## src/rtl/scs8hd_and4b_seq_pkg.sv

```systemverilog
// Shared types and constants for the and4b operand sequencer.
package scs8hd_seq_pkg;

    typedef enum logic {
        IDLE  = 1'b0,
        DRIVE = 1'b1
    } state_e;

    // Pin value that forces the and4b cell output low while nothing is driven.
    localparam logic [3:0] SAFE_PINS = 4'b1000;

    // Bit positions of the cell pins inside an operand vector.
    localparam int AN_I = 3;
    localparam int B_I  = 2;
    localparam int C_I  = 1;
    localparam int D_I  = 0;

    // Reference and4b function: X = ~AN & B & C & D.
    function automatic logic and4b_ref(input logic [3:0] v);
        return ~v[AN_I] & v[B_I] & v[C_I] & v[D_I];
    endfunction

endpackage

```

## src/rtl/scs8hd_and4b_seq_if.sv

```systemverilog
// Operand-in / result-out stream handshakes of the sequencer.
interface scs8hd_and4b_seq_if;

    logic       in_valid;
    logic       in_ready;
    logic [3:0] in_vec;
    logic       out_valid;
    logic       out_ready;
    logic [3:0] out_vec;
    logic       out_x;

    // Environment side: produces operands, consumes results.
    modport master (
        output in_valid, in_vec, out_ready,
        input  in_ready, out_valid, out_vec, out_x
    );

    // Sequencer side.
    modport slave (
        input  in_valid, in_vec, out_ready,
        output in_ready, out_valid, out_vec, out_x
    );

endinterface

```

## src/rtl/scs8hd_and4b_seq_fifo.sv

```systemverilog
// Synchronous FIFO with wrap-bit pointers; push is ignored when full,
// pop is ignored when empty.
module scs8hd_fifo_sync #(
    parameter int WIDTH = 4,
    parameter int DEPTH = 4
) (
    input  logic             clk,
    input  logic             rst_n,
    input  logic             push,
    input  logic             pop,
    input  logic [WIDTH-1:0] wdata,
    output logic [WIDTH-1:0] rdata,
    output logic             full,
    output logic             empty
);

    localparam int AW = $clog2(DEPTH);

    if (DEPTH < 2 || (1 << AW) != DEPTH) begin : g_bad_depth
        $error("scs8hd_fifo_sync: DEPTH must be a power of 2 and >= 2");
    end

    logic [AW:0]      wr_ptr;
    logic [AW:0]      rd_ptr;
    logic [WIDTH-1:0] mem [DEPTH];
    logic             push_ok;
    logic             pop_ok;

    assign full    = (wr_ptr[AW] != rd_ptr[AW]) && (wr_ptr[AW-1:0] == rd_ptr[AW-1:0]);
    assign empty   = (wr_ptr == rd_ptr);
    assign push_ok = push && !full;
    assign pop_ok  = pop && !empty;
    assign rdata   = mem[rd_ptr[AW-1:0]];

    // Pointer update; the wrap bit distinguishes full from empty.
    always_ff @(posedge clk) begin
        if (!rst_n) begin
            // NOTE: sequential state always uses non-blocking assignments so every
            // register samples pre-edge values regardless of block ordering.
            wr_ptr <= '0;
            rd_ptr <= '0;
        end else begin
            if (push_ok) wr_ptr <= wr_ptr + 1'b1;
            if (pop_ok)  rd_ptr <= rd_ptr + 1'b1;
        end
    end

    // Storage write.
    // NOTE: the array is deliberately not reset; emptying is done by the
    // pointers, and leaving memory unreset lets it map onto plain RAM/flops.
    always_ff @(posedge clk) begin
        if (push_ok) mem[wr_ptr[AW-1:0]] <= wdata;
    end

endmodule

```

## src/rtl/scs8hd_and4b_seq.sv

```systemverilog
// Operand sequencer for an and4b cell: buffers vectors, holds each on the
// cell pins for HOLD cycles, samples X, and reports {vector, X} downstream
// with a sticky flag for any X that disagrees with ~AN&B&C&D.
module scs8hd_and4b_seq
    import scs8hd_seq_pkg::*;
#(
    parameter int DEPTH = 4,
    parameter int HOLD  = 2
) (
    input  logic                 CLK,
    input  logic                 RESETB,
    scs8hd_and4b_seq_if.slave    bus,
    output logic                 AN,
    output logic                 B,
    output logic                 C,
    output logic                 D,
    input  logic                 X,
    output logic                 busy,
    output logic                 err
);

    if (HOLD < 1 || HOLD > 15) begin : g_bad_hold
        $error("scs8hd_and4b_seq: HOLD must be in 1..15");
    end

    localparam logic [3:0] HOLD_M1 = 4'(HOLD - 1);

    state_e     state;
    logic [3:0] cnt;
    logic [3:0] pins;
    logic       out_valid_q;
    logic [3:0] out_vec_q;
    logic       out_x_q;
    logic       err_q;

    logic [3:0] head;
    logic       fifo_full;
    logic       fifo_empty;
    logic       pop;
    logic       capture;
    logic       exp_x;

    // A pop needs the result slot free now or being freed at this edge,
    // so a capture never overwrites an unconsumed result.
    assign pop     = (state == IDLE) && !fifo_empty && (!out_valid_q || bus.out_ready);
    assign capture = (state == DRIVE) && (cnt == 4'd0);
    assign exp_x   = and4b_ref(pins);

    scs8hd_fifo_sync #(
        .WIDTH (4),
        .DEPTH (DEPTH)
    ) u_fifo (
        .clk   (CLK),
        .rst_n (RESETB),
        .push  (bus.in_valid),
        .pop   (pop),
        .wdata (bus.in_vec),
        .rdata (head),
        .full  (fifo_full),
        .empty (fifo_empty)
    );

    // Sequencer FSM with registered pins, result register and sticky error.
    always_ff @(posedge CLK) begin
        if (!RESETB) begin
            state       <= IDLE;
            cnt         <= '0;
            pins        <= SAFE_PINS;
            out_valid_q <= 1'b0;
            out_vec_q   <= '0;
            out_x_q     <= 1'b0;
            err_q       <= 1'b0;
        end else begin
            case (state)
                IDLE: begin
                    if (pop) begin
                        pins  <= head;
                        cnt   <= HOLD_M1;
                        state <= DRIVE;
                    end
                end
                DRIVE: begin
                    if (cnt != 4'd0) begin
                        cnt <= cnt - 4'd1;
                    end else begin
                        pins  <= SAFE_PINS;
                        state <= IDLE;
                    end
                end
                default: begin
                    pins  <= SAFE_PINS;
                    state <= IDLE;
                end
            endcase

            if (capture) begin
                out_vec_q   <= pins;
                out_x_q     <= X;
                out_valid_q <= 1'b1;
                // Case inequality so an unknown X from the cell also flags.
                if (X !== exp_x) err_q <= 1'b1;
            end else if (bus.out_ready) begin
                out_valid_q <= 1'b0;
            end
        end
    end

    assign AN = pins[AN_I];
    assign B  = pins[B_I];
    assign C  = pins[C_I];
    assign D  = pins[D_I];

    assign bus.in_ready  = !fifo_full;
    assign bus.out_valid = out_valid_q;
    assign bus.out_vec   = out_vec_q;
    assign bus.out_x     = out_x_q;

    assign busy = (state != IDLE) || !fifo_empty;
    assign err  = err_q;

endmodule
```

## src/flat_wrapper.sv

```systemverilog
// flat-port wrapper written by rule: the top's interface ports become plain ports
module scs8hd_and4b_seq_flat import scs8hd_seq_pkg::*;
#(
    parameter int DEPTH = 4,
    parameter int HOLD  = 2
)
  (CLK, RESETB, AN, B, C, D, X, busy, err, bus_in_valid, bus_in_vec, bus_out_ready, bus_in_ready, bus_out_valid, bus_out_vec, bus_out_x);
  scs8hd_and4b_seq_if bus_i ();
  input  logic CLK;
  input  logic RESETB;
  output logic AN;
  output logic B;
  output logic C;
  output logic D;
  input  logic X;
  output logic busy;
  output logic err;
  input wire logic [$bits(bus_i.in_valid)-1:0] bus_in_valid;
  input wire logic [$bits(bus_i.in_vec)-1:0] bus_in_vec;
  input wire logic [$bits(bus_i.out_ready)-1:0] bus_out_ready;
  output wire logic [$bits(bus_i.in_ready)-1:0] bus_in_ready;
  output wire logic [$bits(bus_i.out_valid)-1:0] bus_out_valid;
  output wire logic [$bits(bus_i.out_vec)-1:0] bus_out_vec;
  output wire logic [$bits(bus_i.out_x)-1:0] bus_out_x;
  assign bus_i.in_valid = bus_in_valid;
  assign bus_i.in_vec = bus_in_vec;
  assign bus_i.out_ready = bus_out_ready;
  assign bus_in_ready = bus_i.in_ready;
  assign bus_out_valid = bus_i.out_valid;
  assign bus_out_vec = bus_i.out_vec;
  assign bus_out_x = bus_i.out_x;
  scs8hd_and4b_seq #(.DEPTH(DEPTH), .HOLD(HOLD)) u_core (.CLK(CLK), .RESETB(RESETB), .bus(bus_i), .AN(AN), .B(B), .C(C), .D(D), .X(X), .busy(busy), .err(err));
endmodule
```

## config.mk

```make
export PLATFORM = sky130hd
export DESIGN_NAME = scs8hd_and4b_seq_flat
export DESIGN_NICKNAME = d
export VERILOG_FILES = /design/src/rtl/scs8hd_and4b_seq_pkg.sv /design/src/rtl/scs8hd_and4b_seq_if.sv /design/src/rtl/scs8hd_and4b_seq_fifo.sv /design/src/rtl/scs8hd_and4b_seq.sv /design/src/flat_wrapper.sv
export SDC_FILE = /design/constraint.sdc
export NUM_CORES = 1
export LEC_CHECK = 0
export ABC_AREA = 1
export BUFFER_PORTS_ARGS = -buffer_cell sky130_fd_sc_hd__buf_2
export CORE_ASPECT_RATIO = 0.5
export CORE_MARGIN = 5
export CORE_UTILIZATION = 51
export DETAILED_ROUTE_END_ITERATION = 12
export PLACE_DENSITY = 0.73
export SYNTH_ARGS = -nofsm -noshare
export SYNTH_HDL_FRONTEND = slang
export SYNTH_SLANG_ARGS = --single-unit
```

## constraint.sdc

```tcl
create_clock -name CLK -period 1.4 [get_ports CLK]
set_clock_uncertainty 0.2 [all_clocks]
set_input_delay 0.21 -clock CLK [delete_from_list [all_inputs] [get_ports CLK]]
set_output_delay 0.21 -clock CLK [all_outputs]
set_load 0.005 [all_outputs]
```

==> metrics.yaml <==
run_status: "finished, violations left"
violations: "negative setup slack"
cp-start-kind: "flop"
min_from: "RESETB"
antenna_found_initial: 0
ios: 22
maxCapViolCount: 0
htreeDepth: 2
synth_xor_area_share_pct: 1.48
yosys_warnings: 0
final_layout_size_suffix_gt1_share_pct: 47.2
p_leak_uw: 0.00111
reg2reg_slack_ps: -170
antenna_left: 0
diodes: 0
clock.fmax_ghz: 0.620
p_comb_share_pct: 48.8
min_to: "u_core.pins[3]$_SDFFE_PN1P_"
yosys.area_share.simple_pct: 21.3
tritoncts: "built"
syn_to_final_growth_pct: 47.0
fin_tns_setup_ps: -3740
avgSynthCellArea_um2: 8.92
rr_worst_depth: 10
min_period_ps: 1610
seqPwrFrac_pct: 34.1
viasPerCell: 5.10
final.fill_count: 212
drc: 0
hpwl_um: 2880
drtIter0Drc: 91
grt_overflow: 0
cts_buffer_depth: 2
timing.final.ws_setup_ps: -212
port_buffers: 21
drv_slew: 0
synthesis.nets: 215
path_class: "reg -> out"
die_area_um2: 4830
end_kind: "primary output"
dp.cells: 294
ys_seq_elements: 40
p_switching_uw: 1920
synthAdderAreaFrac_pct: 4.93
pre_cts_ws_ps: -104
seq_area_frac_synth_pct: 54.1
hold_class: "in -> reg"
powerDensity_nw_per_um2: 1910
synthCells: 199
nets: 282
vias: 1623
ir_drop_mv: 0.690
hold_viol_final: 0
hold_path_depth: 2
cp_data_required_time_ps: 990
netlist_area_um2: 1780
cts_root_buf: "clkbuf_8"
switching_share_pct: 38.4
start_util_pct: 52.3
coreArea_um2: 3400
rsz0062_at_grt: "true"
drtPass1Iterations: 4
reg2reg_from: "u_core.u_fifo.wr_ptr[1]$_SDFFE_PN0P_"
avgRoutedWirePerCell_um: 14.4
cts_buffers: 5
cts_sinks: 40
synth_top_family_by_area: "simple AND/OR/NAND/NOR gates"
fin_cells: 318
place_congestion: 0.845
setup_viol: 39
clk_pin_slew_ps: 80
grt_pass1_vias: 1613
grt_usage_pct: 21.0
grt_max_degree: 13
insertion_delay_ps: 300
die_h_um: 51.7
arrival_ps: 1200
crit_path_max_fanout: 2
wl_um: 4590
relSlewSlack_pct: 80.7
synthDistinctLibCells: 27
power.internal_uw: 3080
r2r-end: "u_core.pins[3]$_SDFFE_PN1P_"
synth_compound_area_share_pct: 11.3
fin_util_pct: 76.8
die_x_um: 93.4
worst_pin_slew_ps: 289
grt_pass1_wl_um: 7620
p_clk_share_pct: 17.1
rows: 15
synth.area.mux_share_pct: 0
min_period_over_period_pct: 115
power by group through the flow:
stage                     Sequential (uW)  Combinational [uW]  Clock [uW]
after floorplan                      1670                1090           0
after global placement               1670                1780           0
after detailed placement             1680                1840           0
after CTS                            1680                2200         848
after global routing                 1740                2690         911
final                                1700                2440         852
cells in the mapped netlist:
master	count	area (um^2)
o21ai_0	15	75.1
nand3_1	11	55.1
nand4_2	1	12.5
nand2_1	30	113
inv_1	21	78.8
or2_2	1	6.26
a21o_1	1	7.51
nand4_1	3	18.8
a21oi_1	16	80.1
dfxtp_1	24	480
ha_1	7	87.6
a21oi_2	2	17.5
inv_2	4	15.0
nor2_1	26	97.6
xor2_1	2	17.5
o21bai_1	1	7.51
buf_6	1	11.3
buf_2	2	10.0
nand3_2	3	30.0
nand3b_1	1	7.51
o211ai_1	1	7.51
xnor2_1	1	8.76
nand2_2	6	37.5
clkbuf_1	1	3.75
edfxtp_1	16	480
o21ai_1	1	5.00
buf_1	1	3.75
worst max-delay path, cell delays in order, from the launching register on:
cell and delay, ps:
dfxtp_4 370, buf_6 130, nand2_4 70, nand4_4 100
buf_6 130, buf_6 100
layout by cell type, fill, tap and decap left out, types with 7 or more instances in the layout:
cell type | synthesis | routed
buf_4 | 0 | 30
nand2_1 | 30 | 21
nor2_1 | 26 | 21
buf_2 | 2 | 20
dfxtp_1 | 24 | 17
edfxtp_1 | 16 | 16
inv_1 | 21 | 15
a21oi_2 | 2 | 11
o21ai_0 | 15 | 11
buf_6 | 1 | 9
inv_2 | 4 | 8
nand2_2 | 6 | 8
nand3_1 | 11 | 8
a21oi_1 | 16 | 7
clkbuf_8 | 0 | 7
registers in the layout, summed over array words and instances, names as in the netlist, named ones only:
name	flops
u_core.bus.out_valid	1
u_core.bus.out_vec	4
u_core.bus.out_x	1
u_core.cnt	4
u_core.err	1
u_core.pins	4
u_core.state	1
u_core.u_fifo.mem	16
u_core.u_fifo.rd_ptr	3
u_core.u_fifo.wr_ptr	3
cell type report:
| type | count | area [um^2] | area share (%) |
|---|---|---|---|
| Inverter | 25 | 101 | 3.88 |
| Clock buffer | 8 | 100 | 3.84 |
| Multi-Input combinational cell | 129 | 886 | 33.9 |
| Tap cell | 51 | 63.8 | 2.44 |
| Timing Repair Buffer | 65 | 487 | 18.6 |
| Sequential cell | 40 | 972 | 37.2 |
per-layer routing:
layer | part of all wire [%] | vias to the layer above | global-route usage (%)
met5 | 0 | - | 0
met4 | 2.3 | 0 | 9.25
li1 | - | 793 | -
met1 | 45 | 773 | 25.9
met3 | 5.3 | 13 | 4.48
met2 | 48 | 44 | 36.1
kinds of logic (layout without fill, tap and decap cells):
family,count (synthesis),count (layout)
and+or+nand+nor,82,82
DFF,40,40
AOI/OAI and AO/OA,37,37
buffers and inverters,30,98
adders and majority gates,7,7
xor gates and xnor gates,3,3
what timing repair did:
action | in CTS | in global routing
hold endpoints to repair | 18 | 0
resized for setup | 39 | 22
buffers inserted | 9 | 2
pin swaps | 6 | 5
endpoints found under the setup margin | 40 | 42
gates cloned | 0 | 0
hold buffers | 6 | 0
metrics by stage:
stage          hold WS (ps)  cell area [um^2]  total power (uW)
3_5_place_dp            242              2170              3520
5_1_grt                31.8              2610              5340
4_1_cts                23.0              2520              4720
6_report               33.7              2610              5000
3_3_place_gp            234              2170              3450
2_1_floorplan           109              1820              2760
worst max-delay path by stage:
stage,from,to,slack (ps),depth (start not counted)
2_1_floorplan,u_core.u_fifo.rd_ptr[0]$_SDFFE_PN0P_,u_core.u_fifo.mem[0][0]$_DFFE_PP_,2,6
3_3_place_gp,u_core.cnt[0]$_SDFFE_PN0P_,u_core.bus.out_x$_SDFFE_PN0P_,-50,6
3_5_place_dp,u_core.cnt[1]$_SDFFE_PN0P_,u_core.bus.out_vec[2]$_SDFFE_PN0P_,-100,6
4_1_cts,u_core.u_fifo.wr_ptr[1]$_SDFFE_PN0P_,bus_in_ready,-200,6
5_1_grt,u_core.u_fifo.rd_ptr[1]$_SDFFE_PN0P_,bus_in_ready,-240,5
6_report,u_core.u_fifo.rd_ptr[2]$_SDFFE_PN0P_,bus_in_ready,-210,5
No activity file was read; power rests on OpenSTA's default activity.
